### config.mk
export PLATFORM = sky130hd
export DESIGN_NAME = pwm_multi
export DESIGN_NICKNAME = d
export VERILOG_FILES = /design/src/rtl/pwm_multi.sv
export SDC_FILE = /design/constraint.sdc
export NUM_CORES = 1
export LEC_CHECK = 0
export CORE_MARGIN = 2
export CORE_UTILIZATION = 50
export CTS_CLUSTER_SIZE = 14
export DETAILED_ROUTE_END_ITERATION = 10
export HOLD_SLACK_MARGIN = 0.03
export PLACE_DENSITY = 0.66
export REMOVE_ABC_BUFFERS = 1
export SYNTH_ARGS = -nofsm -noshare
export SYNTH_HDL_FRONTEND = slang
export SYNTH_SLANG_ARGS = --single-unit
### constraint.sdc
create_clock -name clock -period 6.1 [get_ports clock]
set_input_delay 0.915 -clock clock [delete_from_list [all_inputs] [get_ports clock]]
set_output_delay 0.915 -clock clock [all_outputs]
set_load 0.01 [all_outputs]
### src/rtl/pwm_multi.sv
// -----------------------------------------------------------------------------
// pwm_multi : multi-channel PWM generator sharing one phase counter.
//
// Every channel has a shadow duty (written through the wr_* port) and an
// active duty (used to shape the waveform). Shadow values move into the active
// registers at a period boundary, so a duty change never produces a torn
// period. The edge/center alignment mode is also latched only at a boundary.
//
// Ports
//   clock         in   single clock, all logic on its rising edge
//   reset         in   synchronous, active-high reset
//   enable        in   counter run enable; low holds the counter at 0
//   align_center  in   0 = edge-aligned, 1 = center-aligned (taken at boundary)
//   wr_valid      in   duty write request
//   wr_ready      out  write accept (high whenever reset is low)
//   wr_chan       in   target channel index
//   wr_duty       in   duty in clock cycles (values above PERIOD saturate)
//   wr_err        out  one-cycle pulse after a write to a non-existent channel
//   pwm_out       out  registered PWM outputs, one per channel
//   period_start  out  registered pulse marking counter value 0
//
// Handshake: a write transfers on any rising edge where wr_valid and wr_ready
// are both high; wr_chan/wr_duty are sampled on that same edge. wr_ready does
// not depend on wr_valid, and nothing is ever held back once ready is high.
// -----------------------------------------------------------------------------
module pwm_multi #(
   parameter  int CHANNELS = 4,
   parameter  int PERIOD   = 100_000,
   localparam int DW       = $clog2(PERIOD + 1),
   localparam int CHW      = (CHANNELS > 1) ? $clog2(CHANNELS) : 1
) (
   input  logic                clock,
   input  logic                reset,
   input  logic                enable,
   input  logic                align_center,
   input  logic                wr_valid,
   output logic                wr_ready,
   input  logic [CHW-1:0]      wr_chan,
   input  logic [DW-1:0]       wr_duty,
   output logic                wr_err,
   output logic [CHANNELS-1:0] pwm_out,
   output logic                period_start
);

   localparam logic [DW-1:0]  LAST   = DW'(PERIOD - 1);
   localparam logic [DW-1:0]  PER    = DW'(PERIOD);
   // One extra bit so that CHANNELS itself is representable for the compare.
   localparam logic [CHW:0]   CH_LIM = (CHW + 1)'(CHANNELS);

   logic [DW-1:0]       c_q, c_d;
   logic                mode_q, mode_d;
   logic [CHANNELS-1:0] pwm_q, pwm_d;
   logic                ps_q, ps_d;
   logic                err_q, err_d;

   logic                boundary;
   logic                accept;
   logic                chan_ok;
   logic [CHANNELS-1:0] wr_hit;

   logic [DW-1:0]       shadow_q [CHANNELS];
   logic [DW-1:0]       active_q [CHANNELS];

   // Ready is a pure function of reset so it can never wait on wr_valid.
   assign wr_ready = ~reset;
   assign accept   = wr_valid & wr_ready;
   assign chan_ok  = ({1'b0, wr_chan} < CH_LIM);

   // With enable low every cycle is a boundary, so active duties and mode
   // track their shadow/input continuously and are already in place on the
   // first enabled cycle.
   assign boundary = ~enable | (c_q == LAST);

   always_comb begin
      c_d = '0;
      if (enable && (c_q != LAST)) begin
         c_d = c_q + DW'(1);
      end
   end

   assign mode_d = boundary ? align_center : mode_q;
   assign ps_d   = enable & (c_q == '0);
   assign err_d  = accept & ~chan_ok;

   // -------------------------------------------------------------------------
   // Per-channel duty storage and waveform compare
   // -------------------------------------------------------------------------
   for (genvar g = 0; g < CHANNELS; g++) begin : g_ch
      logic [DW-1:0] d_eff;
      logic [DW-1:0] start;
      logic [DW:0]   stop;

      assign wr_hit[g] = accept & chan_ok & (wr_chan == CHW'(g));

      always_ff @(posedge clock) begin
         if (reset) begin
            shadow_q[g] <= '0;
            active_q[g] <= '0;
         end else begin
            if (wr_hit[g]) begin
               shadow_q[g] <= wr_duty;
            end
            // A write landing on the boundary cycle bypasses the shadow so
            // it still takes effect for the very next period.
            if (boundary) begin
               active_q[g] <= wr_hit[g] ? wr_duty : shadow_q[g];
            end
         end
      end

      assign d_eff = (active_q[g] > PER) ? PER : active_q[g];
      // Center mode puts the high window in the middle; odd slack rounds the
      // start down, so the extra low cycle falls at the end of the period.
      assign start = (PER - d_eff) >> 1;
      assign stop  = {1'b0, start} + {1'b0, d_eff};

      assign pwm_d[g] = enable &
                        (mode_q ? ((c_q >= start) && ({1'b0, c_q} < stop))
                                : (c_q < d_eff));
   end

   // -------------------------------------------------------------------------
   // Shared state
   // -------------------------------------------------------------------------
   always_ff @(posedge clock) begin
      if (reset) begin
         c_q    <= '0;
         mode_q <= 1'b0;
         pwm_q  <= '0;
         ps_q   <= 1'b0;
         err_q  <= 1'b0;
      end else begin
         c_q    <= c_d;
         mode_q <= mode_d;
         pwm_q  <= pwm_d;
         ps_q   <= ps_d;
         err_q  <= err_d;
      end
   end

   assign pwm_out      = pwm_q;
   assign period_start = ps_q;
   assign wr_err       = err_q;

endmodule

# Yosys cells after proc, flatten, opt, wreduce, memory -nomap -nowiden
# Memories as Yosys holds them, arrays and structs flattened.
# Index checks and enable logic that the tools add are counted.
# classes
addsub	9
magnitude_cmp	16
eq_ne	5
n_mux	37
n_bitwise	22
reduce_logical	8
# op_table
cell	n
$mux W17	16
$add A16 B17 Y18	4
$lt A17 B18 Y1	4
$ge A17 B16 Y1	4
$gt A17 B17 Y1 const B	4
$lt A17 B17 Y1	4
$sub A17 B17 Y17 const A	4
$mux W1	21
$add A17 B1 Y17 const B	1
$eq A17 B17 Y1 const B	1
$logic_not A17 Y1	1
$ne A17 B17 Y1 const B	1
$and A1 B1 Y1	10
$or A1 B1 Y1	9
$logic_and A1 B1 Y1	5
$eq A2 B2 Y1 const B	2
$not A1 Y1	3
$eq A2 B1 Y1 const B	1
$logic_not A2 Y1	1
$reduce_or A2 Y1	1
# totals
regBits	23
ram_bits	136
output_inout_bits	7
word_cells	103
mem_count	2
# mem_list
name	words	width	rd	rd_ports_with_merged_regs	wr	line_no	text
active_q	4	17	4	0	4	62	logic [DW-1:0] active_q [CHANNELS];
shadow_q	4	17	4	0	4	61	logic [DW-1:0] shadow_q [CHANNELS];

# Longest topological paths before layout
# An unclocked memory read counts as a cell.
# depth
depth_word	9
ltp_mapped	31
ltp_nobuf	29

# Worst setup path after synthesis
# OpenSTA, ideal clock, no wires.
# synth_timing
path_type	flip-flop to flip-flop
start	mem active_q[2][2] (netlist bit)
end	reg pwm_q[2] (netlist: pwm_out[2])
setup_ns	0.070
t_arrival_ns	5.506
t_required_ns	6.030
slack_ns	0.524
stages_incl_launch_ff	31
path_buffers	4
synth_period_minus_slack_ns	5.576
path_cell_list	edfxtp_1 > clkbuf_1 > nor3_1 > and3_1 > o21a_1 > or2_2 > clkbuf_1 > nand2_1 > ha_1 > clkbuf_1 > clkbuf_1 > nand2_1 > and2_1 > a311oi_1 > ha_1 > inv_1 > nor2_1 > o21ai_0 > nand2b_1 > a31oi_2 > o21bai_2 > a21oi_1 > xor2_1 > ha_1 > or4_1 > a21oi_1 > o21ai_0 > o221ai_1 > a21oi_1 > o221ai_1 > o2bb2ai_1
# synth_lines
item	line_no	text
start: declaration	62	
end signal: assignment	135	pwm_q <= pwm_d;
end: declaration	52	logic [CHANNELS-1:0] pwm_q, pwm_d;

==> impl_metrics.ini <==
[outcome]
status = finished, final reports clean

[sta]
period_minus_slack_ns = 5.72
maxSlewHeadroom_pct = 27.3
fmax_mhz = 175
setup_viol = 0
maxSlewViolCount = 0
worst_slew_pin_slew_ns = 1.09
finClkSkew_ns = 0.0123
hold_violations = 0
setup-tns-final_ns = 0
whs_ns = 0.593
period_share_pct = 93.8

[logic_synthesis]
syn_avg_cell_area_um2 = 8.33
yosysMostFrequentCell = nand2_1
synthTopCellsByArea = edfxtp_1 (26%), ha_1 (20%), nand2_1 (6.4%), a21oi_1 (5.7%), inv_1 (4.8%)
synth_top_area_cell = edfxtp_1
syn_area_mm2 = 0.0160
synth.distinct_cells = 94
syn_inst = 1915
synth_top_area_share_pct = 25.6
postSynth.asyncResetShare_pct = 0
yosysSeqAreaShare_pct = 28.5
synth_warnings = 0
synth-main-ff-cell = edfxtp_1
ys_ff_latch = 159
synth-edff-count = 136
synth.top_cells.by_count = nand2_1 (274), ha_1 (254), inv_1 (202), a21oi_1 (181), edfxtp_1 (136)

[global_route]
grt_pass1_wl_mm = 70.8
grt_max_degree = 86
grt_usage_pct = 26.8
grt_pass1_vias = 13553
antenna_found_initial = 0
gr-total-overflow = 0

[clocking]
ctsLongestPathBuffers = 2
cts_setup_buffers = 0
cts_buffers = 17
clk_latency_ns = 0.44
clk_pin_slew_ns = 0.08
htreeDepth = 4
root_buffer = clkbuf_16
cts_tree = built
clock_sinks = 159

[worst_setup_path]
timing.rr.end = pwm_out[0]
reg2reg_depth = 24
critPathBufInv = 0
cp-start-kind = flop
critPathMaxFanout = 12
criticalPathCategory = reg2reg
cp_data_arrival_time_ns = 6.11
crit_chain = nor3_2 > and4_4 > or3_1 > nand2_1 > ha_1 > o21ai_0 > nand2_1 > nor2_1 > or3_1 > ha_1 > nand2_1 > o41a_1 > o31a_4 > a21oi_4 > a21oi_2 > o21ai_1 > a21oi_1 > xor2_1 > ha_1 > a211o_1 > nor4_1 > o21ai_0 > nand3_1 > and4_1
r2r_setup_slack_ns = 0.38
crit_family = simple AND/OR/NAND/NOR gates
cpPeakStageDelay_ns = 0.57
end_kind = flop
cp_data_required_time_ns = 6.49
r2r_start = active_q[0][2]
cp_slowest_cell = edfxtp_1
cp.depth = 24

[die]
dieHeight_um = 183
pin_count = 31
die_area_mm2 = 0.0334
initial_core_util_pct = 50.7
row_count = 65
die_width_um = 183
coreArea_mm2 = 0.0315

[layout]
fin_util_pct = 55.6
n_antenna_cell = 0
fin_area_mm2 = 0.0175
drive_gt1_share_pct = 6.07
seq_area_mm2 = 0.00454
fillers = 2855
area_growth_pct = 9.75
multi_input_area_mm2 = 0.0104
fin_nets = 2224

[routing]
drcViolationCount = 0
vias_per_cell = 5.94
wirelength_mm = 44.4
vias = 14020
ant_nets = 0
drtIter0Drc = 890
wl_per_cell_um = 18.8
dr.pass1.iters = 5

[placement]
hpwl_mm = 32.7
gp_congestion = 0.883
port_buffers = 29
dpl-instance-area_mm2 = 0.0168

[pwr]
power_density_mw_per_mm2 = 234
p_leak_nw = 8.55
peakVddDrop_mv = 0.178
total_power_mw = 4.09

[hold_path]
holdPathStages = 2
hold_end = active_q[2][3]
hold_start = shadow_q[2][3]
hold_class = reg2reg

[flow_run]
max_cap_violations = 0
[through the flow]
stage | instances | setup slack (ns)
5_1_grt | 2361 | -0.0125
3_5_place_dp | 2329 | 0.400
4_1_cts | 2361 | 0.392
6_report | 2361 | 0.379
2_1_floorplan | 1851 | 0.811
3_3_place_gp | 2329 | 0.541
[layout by cell type (no fill, tap or decap), types with 16 or more instances in the layout]
cell | netlist | routed
nand2_1 | 274 | 272
nand4_1 | 32 | 32
a21o_1 | 48 | 48
o211ai_1 | 18 | 18
clkbuf_16 | 0 | 17
nand2b_1 | 23 | 23
nor2b_1 | 29 | 29
inv_1 | 202 | 202
clkdlybuf4s50_1 | 0 | 29
o21a_1 | 30 | 30
nor2_1 | 111 | 111
xor2_1 | 46 | 46
a21oi_1 | 181 | 181
nor3_1 | 30 | 28
xnor2_1 | 63 | 63
nand3_1 | 23 | 23
nor4_1 | 17 | 16
o21ai_0 | 79 | 79
edfxtp_1 | 136 | 136
dfxtp_1 | 23 | 23
buf_4 | 2 | 47
ha_1 | 254 | 253
[worst min-delay path, delay by kind of cell (launching register included)]
kind | cells | cell delay, ns
AOI/OAI and AO/OA | 1 | 0.12
and+or+nand+nor | 1 | 0.04
DFF | 1 | 0.32
[sequential cells by signal, summed over array words and instances (netlist names)]
name,flops
pwm_out,4
period_start,1
active_q,68
c_q,17
shadow_q,68
mode_q,1
[repair_timing]
action	CTS	global route
endpoints found under the hold margin	0	0
setup endpoints to repair	0	3
resized for setup	0	6
hold buffers	0	0
[per-layer routing]
layer  part of all wire (%)  track usage (%)  vias up
met3                    6.3             3.51       70
li1                       -                -     6940
met2                     46             44.3      425
met5                      0                0        -
met4                    2.9             8.13        0
met1                     45             36.5     6585
[report_power, final]
part | internal, mW | switching [mW] | total [mW]
registers | 1.26 | 0.0745 | 1.34
clock network | 0.600 | 0.548 | 1.15
logic | 0.683 | 0.927 | 1.61
total | 2.54 | 1.55 | 4.09
[cell families (layout without fill, tap and decap cells)]
group / count (synthesis) / after routing / share of synthesized area, %
other: 1 / 1 / 0.0235
multiplexers: 5 / 5 / 0.322
adder cells (fa/ha/maj): 254 / 254 / 19.9
AO/OA/AOI/OAI: 498 / 498 / 20.2
buffers and inverters: 267 / 311 / 6.47
AND/OR/NAND/NOR: 622 / 622 / 18.6
flip-flops: 159 / 159 / 28.5
XOR/XNOR: 109 / 109 / 5.98
[worst max-delay path by stage]
stage | start | to | slack, ns
2_1_floorplan | active_q[3][2] | pwm_out[3] | 0.81
5_1_grt | active_q[1][3] | pwm_out[1] | -0.01
3_5_place_dp | active_q[2][2] | pwm_out[2] | 0.40
3_3_place_gp | active_q[0][2] | pwm_out[0] | 0.54
4_1_cts | active_q[0][2] | pwm_out[0] | 0.39
6_report | active_q[0][2] | pwm_out[0] | 0.38
[layout make-up]
cell class | count | share of cell area (%)
flip-flops and latches | 159 | 26.0
inverters | 203 | 4.35
well taps | 402 | 2.87
repair buffers | 76 | 3.67
clock buffers | 17 | 2.43
multi-input cells | 1489 | 59.5
clock inverters | 15 | 1.21
(Power assumes the default switching activity.)
